[config.mk]
export PLATFORM = sky130hd
export DESIGN_NAME = ps2_cmd_sequencer_flat
export DESIGN_NICKNAME = d
export VERILOG_FILES = /design/src/rtl/ps2_cmd_sequencer_if.sv /design/src/rtl/ps2_cmd_sequencer.sv /design/src/flat_wrapper.sv
export SDC_FILE = /design/constraint.sdc
export NUM_CORES = 1
export LEC_CHECK = 0
export CAP_MARGIN = 25
export CORE_MARGIN = 3
export CORE_UTILIZATION = 57
export CTS_CLUSTER_DIAMETER = 80
export DETAILED_ROUTE_END_ITERATION = 8
export GPL_TIMING_DRIVEN = 0
export PLACE_DENSITY = 0.88
export SLEW_MARGIN = 0
export SYNTH_ARGS = -nofsm -noshare
export SYNTH_HDL_FRONTEND = slang
export SYNTH_SLANG_ARGS = --single-unit
export TNS_END_PERCENT = 10
[constraint.sdc]
create_clock -name clock -period 4.1 [get_ports clock]
set_clock_uncertainty 0.05 [all_clocks]
set_input_delay 1.23 -clock clock [delete_from_list [all_inputs] [get_ports clock]]
set_output_delay 1.23 -clock clock [all_outputs]
set_load 0.05 [all_outputs]
[src/rtl/ps2_cmd_sequencer_if.sv]
// Byte-level link between the command sequencer and the PS/2 controller.
interface ps2_cmd_sequencer_if;
    logic [7:0] the_command;
    logic       send_command;
    logic [7:0] rx_data;
    logic       rx_en;
    logic       cmd_sent;
    logic       cmd_timeout;

    // Sequencer side: issues commands, observes controller status and received bytes
    modport master (
        output the_command, send_command,
        input  rx_data, rx_en, cmd_sent, cmd_timeout
    );

    // Controller side
    modport slave (
        input  the_command, send_command,
        output rx_data, rx_en, cmd_sent, cmd_timeout
    );
endinterface

[src/rtl/ps2_cmd_sequencer.sv]
// Host-to-keyboard command sequencer: arbitrates keyboard init and LED update,
// handles ACK/resend/timeout and strips consumed response bytes from the scan stream.
module ps2_cmd_sequencer #(
    parameter int unsigned ACK_TIMEOUT = 1_000_000,
    parameter int unsigned BAT_TIMEOUT = 50_000_000,
    parameter int unsigned MAX_RETRY   = 3
) (
    input  logic                       clock,
    input  logic                       reset,
    input  logic                       init_req,
    input  logic                       led_req,
    input  logic [2:0]                 led_val,
    ps2_cmd_sequencer_if.master        ps2,
    output logic                       busy,
    output logic                       init_done,
    output logic                       led_done,
    output logic                       err,
    output logic [1:0]                 err_code,
    output logic [7:0]                 kb_data,
    output logic                       kb_valid
);

    localparam logic [7:0] CMD_RESET    = 8'hFF;
    localparam logic [7:0] CMD_LED      = 8'hED;
    localparam logic [7:0] RSP_ACK      = 8'hFA;
    localparam logic [7:0] RSP_RESEND   = 8'hFE;
    localparam logic [7:0] RSP_BAT_OK   = 8'hAA;
    localparam logic [7:0] RSP_BAT_FAIL = 8'hFC;

    localparam int unsigned T_MAX = (ACK_TIMEOUT > BAT_TIMEOUT) ? ACK_TIMEOUT : BAT_TIMEOUT;
    localparam int unsigned TW    = (T_MAX > 1) ? $clog2(T_MAX) : 1;
    localparam int unsigned RW    = (MAX_RETRY > 0) ? $clog2(MAX_RETRY + 1) : 1;

    localparam logic [TW-1:0] ACK_LAST   = TW'(ACK_TIMEOUT - 1);
    localparam logic [TW-1:0] BAT_LAST   = TW'(BAT_TIMEOUT - 1);
    localparam logic [RW-1:0] RETRY_LAST = RW'(MAX_RETRY);

    typedef enum logic [2:0] {
        S_IDLE,
        S_SEND,
        S_ACK_WAIT,
        S_RETRY,
        S_GAP,
        S_BAT_WAIT
    } state_t;

    state_t         state;
    logic           init_pend;
    logic           led_pend;
    logic [2:0]     led_latch;
    logic           op_led;
    logic           stage;
    logic [RW-1:0]  retry;
    logic [TW-1:0]  timer;
    logic [7:0]     cmd_q;
    logic           send_q;
    logic           consumed;

    assign ps2.the_command  = cmd_q;
    assign ps2.send_command = send_q;

    // Response bytes that belong to the command protocol and must not reach the decoders
    always_comb begin
        consumed = 1'b0;
        if (ps2.rx_en) begin
            if (state == S_ACK_WAIT)
                consumed = (ps2.rx_data == RSP_ACK) || (ps2.rx_data == RSP_RESEND);
            else if (state == S_BAT_WAIT)
                consumed = (ps2.rx_data == RSP_BAT_OK) || (ps2.rx_data == RSP_BAT_FAIL);
        end
    end

    // Sequencer FSM with registered outputs, request latching and scan-code forwarding
    always_ff @(posedge clock or negedge reset) begin
        if (!reset) begin
            state     <= S_IDLE;
            init_pend <= 1'b0;
            led_pend  <= 1'b0;
            led_latch <= 3'b000;
            op_led    <= 1'b0;
            stage     <= 1'b0;
            retry     <= '0;
            timer     <= '0;
            cmd_q     <= 8'h00;
            send_q    <= 1'b0;
            busy      <= 1'b0;
            init_done <= 1'b0;
            led_done  <= 1'b0;
            err       <= 1'b0;
            err_code  <= 2'd0;
            kb_data   <= 8'h00;
            kb_valid  <= 1'b0;
        end else begin
            init_done <= 1'b0;
            led_done  <= 1'b0;
            err       <= 1'b0;
            kb_valid  <= 1'b0;

            if (init_req)
                init_pend <= 1'b1;
            if (led_req) begin
                led_pend  <= 1'b1;
                led_latch <= led_val;
            end

            if (ps2.rx_en && !consumed) begin
                kb_data  <= ps2.rx_data;
                kb_valid <= 1'b1;
            end

            case (state)
                S_IDLE: begin
                    if (init_pend) begin
                        op_led    <= 1'b0;
                        cmd_q     <= CMD_RESET;
                        init_pend <= init_req;
                        retry     <= '0;
                        send_q    <= 1'b1;
                        busy      <= 1'b1;
                        state     <= S_SEND;
                    end else if (led_pend) begin
                        op_led    <= 1'b1;
                        stage     <= 1'b0;
                        cmd_q     <= CMD_LED;
                        led_pend  <= led_req;
                        retry     <= '0;
                        send_q    <= 1'b1;
                        busy      <= 1'b1;
                        state     <= S_SEND;
                    end
                end

                S_SEND: begin
                    if (ps2.cmd_timeout) begin
                        send_q <= 1'b0;
                        state  <= S_RETRY;
                    end else if (ps2.cmd_sent) begin
                        send_q <= 1'b0;
                        timer  <= '0;
                        state  <= S_ACK_WAIT;
                    end
                end

                S_ACK_WAIT: begin
                    // Timer saturates so a byte arriving on the last cycle only delays the timeout
                    if (timer != ACK_LAST)
                        timer <= timer + TW'(1);
                    if (ps2.rx_en && ps2.rx_data == RSP_ACK) begin
                        if (!op_led) begin
                            timer <= '0;
                            state <= S_BAT_WAIT;
                        end else if (!stage) begin
                            stage <= 1'b1;
                            cmd_q <= {5'b00000, led_latch};
                            retry <= '0;
                            state <= S_GAP;
                        end else begin
                            led_done <= 1'b1;
                            busy     <= 1'b0;
                            retry    <= '0;
                            state    <= S_IDLE;
                        end
                    end else if (ps2.rx_en && ps2.rx_data == RSP_RESEND) begin
                        state <= S_RETRY;
                    end else if (!ps2.rx_en && timer == ACK_LAST) begin
                        state <= S_RETRY;
                    end
                end

                S_RETRY: begin
                    if (retry == RETRY_LAST) begin
                        err      <= 1'b1;
                        err_code <= 2'd1;
                        busy     <= 1'b0;
                        retry    <= '0;
                        state    <= S_IDLE;
                    end else begin
                        retry <= retry + RW'(1);
                        state <= S_GAP;
                    end
                end

                S_GAP: begin
                    send_q <= 1'b1;
                    state  <= S_SEND;
                end

                S_BAT_WAIT: begin
                    if (timer != BAT_LAST)
                        timer <= timer + TW'(1);
                    if (ps2.rx_en && ps2.rx_data == RSP_BAT_OK) begin
                        init_done <= 1'b1;
                        busy      <= 1'b0;
                        retry     <= '0;
                        state     <= S_IDLE;
                    end else if (ps2.rx_en && ps2.rx_data == RSP_BAT_FAIL) begin
                        err      <= 1'b1;
                        err_code <= 2'd2;
                        busy     <= 1'b0;
                        retry    <= '0;
                        state    <= S_IDLE;
                    end else if (timer == BAT_LAST) begin
                        err      <= 1'b1;
                        err_code <= 2'd3;
                        busy     <= 1'b0;
                        retry    <= '0;
                        state    <= S_IDLE;
                    end
                end

                default: begin
                    send_q <= 1'b0;
                    busy   <= 1'b0;
                    state  <= S_IDLE;
                end
            endcase
        end
    end

endmodule

[src/flat_wrapper.sv]
// flat-port wrapper written by rule: the top's interface ports become plain ports
module ps2_cmd_sequencer_flat 
#(
    parameter int unsigned ACK_TIMEOUT = 1_000_000,
    parameter int unsigned BAT_TIMEOUT = 50_000_000,
    parameter int unsigned MAX_RETRY   = 3
)
  (clock, reset, init_req, led_req, led_val, busy, init_done, led_done, err, err_code, kb_data, kb_valid, ps2_the_command, ps2_send_command, ps2_rx_data, ps2_rx_en, ps2_cmd_sent, ps2_cmd_timeout);
  ps2_cmd_sequencer_if ps2_i ();
  input  logic clock;
  input  logic reset;
  input  logic init_req;
  input  logic led_req;
  input  logic [2:0] led_val;
  output logic busy;
  output logic init_done;
  output logic led_done;
  output logic err;
  output logic [1:0] err_code;
  output logic [7:0] kb_data;
  output logic kb_valid;
  output wire logic [$bits(ps2_i.the_command)-1:0] ps2_the_command;
  output wire logic [$bits(ps2_i.send_command)-1:0] ps2_send_command;
  input wire logic [$bits(ps2_i.rx_data)-1:0] ps2_rx_data;
  input wire logic [$bits(ps2_i.rx_en)-1:0] ps2_rx_en;
  input wire logic [$bits(ps2_i.cmd_sent)-1:0] ps2_cmd_sent;
  input wire logic [$bits(ps2_i.cmd_timeout)-1:0] ps2_cmd_timeout;
  assign ps2_the_command = ps2_i.the_command;
  assign ps2_send_command = ps2_i.send_command;
  assign ps2_i.rx_data = ps2_rx_data;
  assign ps2_i.rx_en = ps2_rx_en;
  assign ps2_i.cmd_sent = ps2_cmd_sent;
  assign ps2_i.cmd_timeout = ps2_cmd_timeout;
  ps2_cmd_sequencer #(.ACK_TIMEOUT(ACK_TIMEOUT), .BAT_TIMEOUT(BAT_TIMEOUT), .MAX_RETRY(MAX_RETRY)) u_core (.clock(clock), .reset(reset), .init_req(init_req), .led_req(led_req), .led_val(led_val), .ps2(ps2_i), .busy(busy), .init_done(init_done), .led_done(led_done), .err(err), .err_code(err_code), .kb_data(kb_data), .kb_valid(kb_valid));
endmodule
After elaboration in Yosys (flattened, before gate mapping) --
Cells that the tools add are included.
Word-level totals: flip-flop bits (word level) 62, input bits 18, logic and storage cells 160, output and inout port bits 24
Cells by class: add/subtract/negate cells 2, bitwise gates (word level) 2, equality and inequality tests 30, multiplexer cells 82, reductions and logical operators 27
Operators with widths (number):
- 26-bit two-way mux | 6
- 26-bit one-hot mux with 3 select lines | 1
- 8-bit two-way mux | 5
- 3-bit two-way mux | 13
- 1-bit two-way mux | 37
- 8-bit equality test, second input constant | 4
- 26-bit by 1-bit adder with 26-bit output, second input constant | 1
- 26-bit by 20-bit equality test with 1-bit output, second input constant | 1
- 26-bit equality test, second input constant | 1
- 26-bit by 20-bit inequality test with 1-bit output, second input constant | 1
- 26-bit inequality test, second input constant | 1
- 2-bit two-way mux | 12
- 3-bit one-hot mux with 6 select lines | 1
- 8-bit one-hot mux with 2 select lines | 1
- 5-bit AND reduction | 3
- 2-bit inequality test, second input constant | 7
- 4-bit AND reduction | 3
- 2-bit by 1-bit inequality test with 1-bit output, second input constant | 4
- 4-bit inequality test, second input constant | 2
- 2-bit one-hot mux with 4 select lines | 1
- 7-bit AND reduction | 1
- 3-bit by 2-bit equality test with 1-bit output, second input constant | 2
- 3-bit equality test, second input constant | 2
- 1-bit logical AND | 6
- 20 further kinds | 27

Depth between registers and ports, before layout --
Gate-level depths: netlist of the first run.
depth after elaboration 8, depth in mapped cells 8, mapped depth without buffers 7

Worst setup path after synthesis of the first run --
OpenSTA, ideal clock, no wires.
path kind input port to flip-flop, start point input port ps2_rx_data[2], end point register u_core.kb_data[1], data arrival time 2580 ps, required time 3925 ps, library setup time 125 ps, stages on the path 5, buffers on the path 0, slack 1345 ps, path through or4b_1 > nand2_1 > a22oi_1 > o21ai_2 > mux2_2
Between the ends: cells in the longest elaborated chain, start to end 7, elaborated cells on any way between the ends 11, those cells by class eq/ne (4); mux (3); reduce/logical (4)
Ends and longest elaborated chain:
- start, declared | line flat_wrapper.sv:24 | input wire logic [$bits(ps2_i.rx_data)-1:0] ps2_rx_data;
- 8-bit equality test | line ps2_cmd_sequencer.sv:69 | consumed = (ps2.rx_data == RSP_BAT_OK) || (ps2.rx_data == RSP_BAT_FAIL);
- 1-bit logical OR | line ps2_cmd_sequencer.sv:69
- 1-bit two-way mux | line ps2_cmd_sequencer.sv:68 | else if (state == S_BAT_WAIT)
- 1-bit two-way mux * | line ps2_cmd_sequencer.sv:66 | if (state == S_ACK_WAIT)
- 1-bit two-way mux * | line ps2_cmd_sequencer.sv:65 | if (ps2.rx_en) begin
- 1-bit zero test * | line ps2_cmd_sequencer.sv:106 | if (ps2.rx_en && !consumed) begin
- 1-bit logical AND * | line ps2_cmd_sequencer.sv:106
- end signal, assigned | line ps2_cmd_sequencer.sv:107 | kb_data <= ps2.rx_data;
- end, declared | line ps2_cmd_sequencer.sv:19 | output logic [7:0] kb_data,
Every way passes the cells marked *; elsewhere a longest branch is shown, timed or not. A chain may end at the register's enable or synchronous reset.

Final worst setup path of the first run --
start point input port ps2_rx_data[7], end point register u_core.timer[6]
Between the ends: cells in the longest elaborated chain, start to end 4
Ends and longest elaborated chain:
- 8-bit equality test | line ps2_cmd_sequencer.sv:148 | if (ps2.rx_en && ps2.rx_data == RSP_ACK) begin
- 1-bit logical AND | line ps2_cmd_sequencer.sv:148
- 26-bit two-way mux | line ps2_cmd_sequencer.sv:148
- 26-bit one-hot mux with 3 select lines | line ps2_cmd_sequencer.sv:111 | case (state)
- end signal, assigned | line ps2_cmd_sequencer.sv:147 | timer <= timer + TW'(1);
- end signal, assigned | line ps2_cmd_sequencer.sv:190 | timer <= timer + TW'(1);
- end, declared | line ps2_cmd_sequencer.sv:54 | logic [TW-1:0] timer;
Every way passes these cells.

==> results of run 1 <==
==> Yosys cell counts (3+ instances only) <==
| cell type | count |
|---|---|
| o22ai_1 | 3 |
| nand2b_1 | 3 |
| o21ai_0 | 24 |
| buf_4 | 4 |
| a21o_1 | 3 |
| a41oi_1 | 6 |
| nor2_1 | 29 |
| a21oi_1 | 26 |
| nand3_1 | 13 |
| mux2_2 | 10 |
| o31ai_1 | 3 |
| clkbuf_1 | 3 |
| inv_1 | 12 |
| nor3_1 | 8 |
| nand2_1 | 32 |
| and3_1 | 7 |
| nor2b_1 | 4 |
| a31oi_1 | 13 |
| buf_2 | 5 |
| nand4_1 | 7 |
| buf_6 | 3 |
| dfrtp_1 | 59 |
==> power by group <==
group	internal, mW	switching (mW)	leakage (nW)
Combinational	0.332	0.608	0.762
Clock	0.294	0.238	0.0991
Sequential	0.686	0.0931	0.745
Total	1.31	0.939	1.61
==> area by class of cell <==
| cell class | count | area share (%) |
|---|---|---|
| sequential | 59 | 38.2 |
| buffer | 15 | 2.59 |
| inverter | 12 | 1.16 |
| timing repair buffer | 42 | 11.0 |
| clock inverter | 5 | 1.36 |
| multi-input combinational | 249 | 39.8 |
| tap | 70 | 2.26 |
| clock buffer | 11 | 3.65 |
==> routing by layer <==
| layer | vias to the layer above | GRT usage, % |
|---|---|---|
| li1 | 1348 | - |
| met1 | 1430 | 33.7 |
| met2 | 116 | 44.4 |
| met3 | 33 | 4.71 |
| met4 | 0 | 12.3 |
| met5 | - | 0 |
==> kinds of logic (layout without fill, tap and decap cells) <==
kind of cell               Yosys count  after routing  synth area share (%)
AOI/OAI and AO/OA                   99             99                  20.6
xor gates and xnor gates             4              4                  1.11
adders and majority gates            2              2                 0.791
buffers and inverters               27             85                  4.59
DFF                                 59             59                  46.7
muxes                               10             10                  3.56
and+or+nand+nor                    134            134                  22.6
==> registers in the layout (all words and copies together), names as in the netlist, 2 cells and up <==
register                cells
u_core.timer               26
u_core.kb_data              8
u_core.ps2.the_command      5
u_core.led_latch            3
u_core.state                3
u_core.err_code             2
u_core.retry                2
==> worst max-delay path, cell delays in order <==
cell	delay (ps)
clkdlybuf4s50_1	480
and4b_1	200
clkbuf_1	270
nand4_1	220
nand2_1	260
o22ai_1	170
buf_2	240
a41oi_1	230
a31oi_1	60
==> final timing paths <==
check	slack, ps	end	from	cells after the start
max reg2reg	1610	u_core.timer[6]	u_core.timer[0]	8
max	900	u_core.timer[6]	ps2_rx_data[7]	9
min reg2reg	430	u_core.err_code[1]	u_core.err_code[1]	2
min	430	u_core.err_code[1]	u_core.err_code[1]	2
min in group asynchronous	800	u_core.ps2.send_command	reset	1
max in group asynchronous	2600	u_core.timer[12]	reset	2
==> stage by stage <==
| step | instance area (um^2) | setup TNS [ps] | hold WS, ps | instances | power, mW |
|---|---|---|---|---|---|
| floorplan | 3160 | 0 | 415 | 335 | 1.43 |
| global placement | 3660 | -5250 | 411 | 446 | 1.68 |
| detailed placement | 3670 | 0 | 423 | 447 | 1.71 |
| CTS | 3870 | 0 | 437 | 463 | 2.24 |
| global route | 3870 | 0 | 459 | 463 | 2.37 |
| finish | 3870 | 0 | 433 | 463 | 2.25 |
==> summary.txt, run 1 <==
Status
  • Outcome: completed

Detailed routing
  • Antenna-violating nets left: 0
  • Via density: 6.32
  • Met2 Routed Length: 3810 um
  • Metal3 WL: 510 um
  • Met1 Wirelength: 3340 um
  • Number of remaining DRC errors: 0
  • WL final: 7870 um
  • Top Metal Used: met4
  • Vias: 2927
  • WL/cell: 17.0 um
  • DR iter-0 viols: 331
  • Pre-antenna DRT Iters: 5

Global routing
  • Number of global-route vias before repair: 2919
  • Initial antenna violation count: 0
  • Gr usage total: 26.7%
  • First-pass GRT wire length: 13400 um
  • Largest net degree at the start of global routing: 39
  • GR Overflow Total: 0

Critical path
  • Crit end category: flop
  • CP max FO: 10
  • Worst Setup Start Kind: primary input
  • CP Class: primary input to flop
  • Worst path required time: 4260 ps
  • Arrival @ worst endpoint: 3360 ps

CTS
  • Clk_lat worst skew: 350 ps
  • Post_cts resized: 0
  • Hold Buf Count CTS: 0
  • Htree depth: 3
  • CTS root buf: clkbuf_8
  • TritonCTS Buffers: 9
  • CTS tree: yes
  • Num Clock Sinks: 59
  • Clock transition at the registers of the reported paths: 70 ps
  • Number of setup buffers added after CTS: 0
  • Max clock buf depth: 2

Logic synthesis
  • Yosys top cell area share: 46.7%
  • Most common flop cell mapped by yosys: dfrtp_1
  • Synthesized area per cell: 9.44 um^2
  • Post-synthesis sequential area ratio: 46.7%
  • Synth Register Bits: 59
  • Synth unique cells: 60
  • Synth area leaders: dfrtp_1 (47%), a21oi_1 (4.1%), o21ai_0 (3.8%), nand2_1 (3.8%), mux2_2 (3.6%)
  • Number of synthesized flops with an enable pin: 0
  • Ys async rst share: 100%
  • Cell area after technology mapping: 0.00316 mm^2
  • Post-Synthesis Net Count: 355
  • Yosys top cell by area: dfrtp_1
  • Cells after Synth: 335
  • Synth warn: 0

Final layout
  • Filler Cells Inserted: 389
  • Commonest non-fill, non-tap cell in the layout: dfrtp_1
  • Area of the multi-input gates: 0.00154 mm^2
  • NumNets Final: 408
  • Reg area: 0.00148 mm^2
  • Layout cells sized above 1: 13.7%
  • Area grow syn2layout: 22.4%
  • Commonest cells after routing, fill and taps aside: dfrtp_1 (59), clkdlybuf4s50_1 (40), nand2_1 (32), nor2_1 (29), a21oi_1 (26)
  • Post-layout util: 73.9%
  • # diodes: 0

Place
  • GP Congestion: 0.943
  • Worst slack, placed: 606 ps
  • PortBufs: 41
  • Detailed Place HPWL: 5530 um

Die
  • Io pins: 42
  • Die X: 80.5 um
  • Row count: 26
  • Die ar.: 0.00648 mm^2
  • Initial core utilization: 60.4%
  • Core area: 0.00524 mm^2
  • Height of the die: 80.5 um

Timing
  • PnR worst setup slack: 900 ps
  • RSZ-0062 raised after global routing: no
  • Tightest Pin Transition: 625 ps
  • Slew Limit Headroom: 58.0%
  • Max Clk Rate: 0.313 GHz
  • Final setup fails: 0
  • Fin. Hold Viols: 0
  • Min Tclk post-route: 3200 ps
  • Pins Over Slew Limit: 0
  • Final period util: 78.0%

Power and ir drop
  • Leak: 1.61 nW
  • Max VDD drop: 0.000326 V
  • P per Cell Area: 582 mW/mm^2

Hold path
  • Hold/Removal Path Class: flop to flop

Job
  • Max Cap Violations: 0
(Power assumes the default switching activity.)
==> inputs of run 2 (changes only) <==
- CORE_UTILIZATION: 57 -> 55
- PLACE_DENSITY: 0.88 -> 0.86
- clock period: 4.1 -> 3.16 ns (I/O delays scaled with it)
==> run 2 against run 1 <==
Against the previous run: power is 25% higher; non-clock buffer count stayed put; critical path depth is 1 lower; worst hold slack better by 1.8 ps; clock power is 10% higher; critical endpoint is now u_core.timer[20]; largest power group unchanged.
==> summary.txt, run 2 (synthesized netlist as in run 1, its figures left out) <==
Status
  • Outcome: completed (unchanged)

Timing
  • Hold slack: 435 ps (was 433 ps)
  • Setup tns final: 0 ps (unchanged)
  • Slew Limit Headroom: 56.2% (was 58.0%)
  • Min Tclk post-route: 2910 ps
  • Fin. Hold Viols: 0 (unchanged)
  • Max Clk Rate: 0.343 GHz
  • RSZ-0062 raised after global routing: no (unchanged)
  • Pins Over Slew Limit: 0 (unchanged)
  • Tightest Pin Transition: 652 ps (was 625 ps)
  • Final setup fails: 0 (unchanged)
  • Final period util: 92.2%

Final layout
  • Post-route non-filler standard cell count: 462 (was 463)
  • Area grow syn2layout: 21.3% (was 22.4%)
  • Filler Cells Inserted: 391 (was 389)
  • Post-route cell area: 0.00383 mm^2 (was 0.00387 mm^2)
  • Layout cells sized above 1: 13.3% (was 13.7%)
  • Area of the multi-input gates: 0.00154 mm^2 (unchanged)
  • Reg area: 0.00148 mm^2 (unchanged)
  • NumNets Final: 408 (unchanged)
  • Commonest non-fill, non-tap cell in the layout: dfrtp_1 (unchanged)
  • Max reg flops: 26 (unchanged)
  • Commonest cells after routing, fill and taps aside: dfrtp_1 (59), clkdlybuf4s50_1 (40), nand2_1 (32), nor2_1 (29), a21oi_1 (26) (unchanged)
  • # diodes: 0 (unchanged)
  • Most flop-heavy register: u_core.timer (unchanged)

CTS
  • Clk_lat worst skew: 340 ps (was 350 ps)
  • TritonCTS Buffers: 9 (unchanged)
  • Htree depth: 3 (unchanged)
  • CTS root buf: clkbuf_8 (unchanged)
  • Num Clock Sinks: 59 (unchanged)
  • Clock transition at the registers of the reported paths: 60 ps (was 70 ps)
  • CTS tree: yes (unchanged)
  • Hold Buf Count CTS: 0 (unchanged)
  • Max clock buf depth: 2 (unchanged)
  • Post_cts resized: 0 (unchanged)
  • Number of setup buffers added after CTS: 0 (unchanged)

Job
  • Max Cap Violations: 0 (unchanged)

Die
  • Die X: 81.8 um (was 80.5 um)
  • Row count: 26 (unchanged)
  • Height of the die: 81.8 um (was 80.5 um)
  • Io pins: 42 (unchanged)
  • Die ar.: 0.00669 mm^2 (was 0.00648 mm^2)
  • Core area: 0.00534 mm^2 (was 0.00524 mm^2)
  • Initial core utilization: 59.3% (was 60.4%)

Critical path
  • Arrival @ worst endpoint: 3090 ps (was 3360 ps)
  • CP max FO: 7 (was 10)
  • CP Class: primary input to flop (unchanged)
  • Crit end category: flop (unchanged)
  • Worst Setup Start Kind: primary input (unchanged)
  • Worst path required time: 3330 ps (was 4260 ps)

Place
  • DP Area: 0.00367 mm^2 (unchanged)
  • # placed instances: 447 (unchanged)
  • GP Congestion: 0.938 (was 0.943)
  • PortBufs: 41 (unchanged)
  • Detailed Place HPWL: 5590 um (was 5530 um)

Global routing
  • Number of global-route vias before repair: 2773 (was 2919)
  • Largest net degree at the start of global routing: 36 (was 39)
  • Gr usage total: 26.3% (was 26.7%)
  • First-pass GRT wire length: 13300 um (was 13400 um)
  • Initial antenna violation count: 0 (unchanged)
  • GR Overflow Total: 0 (unchanged)

Detailed routing
  • Via density: 6.28 (was 6.32)
  • Antenna-violating nets left: 0 (unchanged)
  • Number of remaining DRC errors: 0 (unchanged)
  • WL/cell: 17.1 um (was 17.0 um)
  • Pre-antenna DRT Iters: 5 (unchanged)
  • Vias: 2902 (was 2927)
  • WL final: 7920 um (was 7870 um)
  • DR iter-0 viols: 270 (was 331)

Hold path
  • Hold/Removal Path Class: flop to flop (unchanged)

Power and ir drop
  • Max VDD drop: 0.000522 V (was 0.000326 V)
  • P per Cell Area: 736 mW/mm^2 (was 582 mW/mm^2)
  • Leak: 1.59 nW (was 1.61 nW)
[run 2: changes by cell type in the layout (fill, tap and decap cells not counted)]
cell,previous run,this run
clkbuf_1,4,5
clkinvlp_4,1,0
bufinv_16,1,0
[run 2: per-stage QoR]
step	utilization, %	power, mW	setup WS [ps]
finish	71.9	2.82	246
floorplan	-	1.86	687
global placement	68.6	2.18	-733
detailed placement	68.9	2.23	-53.7
CTS	71.9	2.82	276
global route	71.9	2.99	160
[run 2: report_power, final]
group / switching (mW) / internal (mW) / total [mW] / leakage, nW
Sequential: 0.124 / 0.891 / 1.01 / 0.745
Combinational: 0.793 / 0.429 / 1.22 / 0.762
Clock: 0.287 / 0.298 / 0.585 / 0.0860
Total: 1.20 / 1.62 / 2.82 / 1.59
[run 2: critical path, stage by stage]
cell and delay (ps):
clkdlybuf4s50_1 490, and4b_1 200, clkbuf_1 250, nand4_1 210, a21o_1 310, nor2_1 440, or4_1 190, nand2_1 50
[run 2: layer usage]
metal	track usage (%)	share of wire (%)	vias to the layer above
met5	0	0	-
met4	14.1	2.8	0
met3	5.04	7.2	22
met2	41.2	47	129
met1	34.5	43	1412
li1	-	-	1339
[run 2: final cells by class]
cell class,instances,share of cell area (%)
Clock buffer,12,3.78
Buffer,15,2.61
Timing Repair Buffer,42,11.1
Tap cell,70,2.28
Clock inverter,3,0.392
Sequential cell,59,38.5
Multi-Input combinational cell,249,40.2
Inverter,12,1.17
[run 2: final timing paths]
| path | from | to | slack [ps] | depth (start not counted) |
|---|---|---|---|---|
| worst max-delay path | ps2_rx_data[5] | u_core.timer[20] | 250 | 8 |
| worst min-delay path | u_core.ps2.the_command[1] | u_core.ps2.the_command[1] | 430 | 2 |
| worst max register to register | u_core.timer[0] | u_core.timer[15] | 660 | 8 |
| worst min register to register | u_core.ps2.the_command[1] | u_core.ps2.the_command[1] | 430 | 2 |
| max in group asynchronous | reset | u_core.timer[13] | 1910 | 2 |
| min in group asynchronous | reset | u_core.state[1] | 550 | 1 |
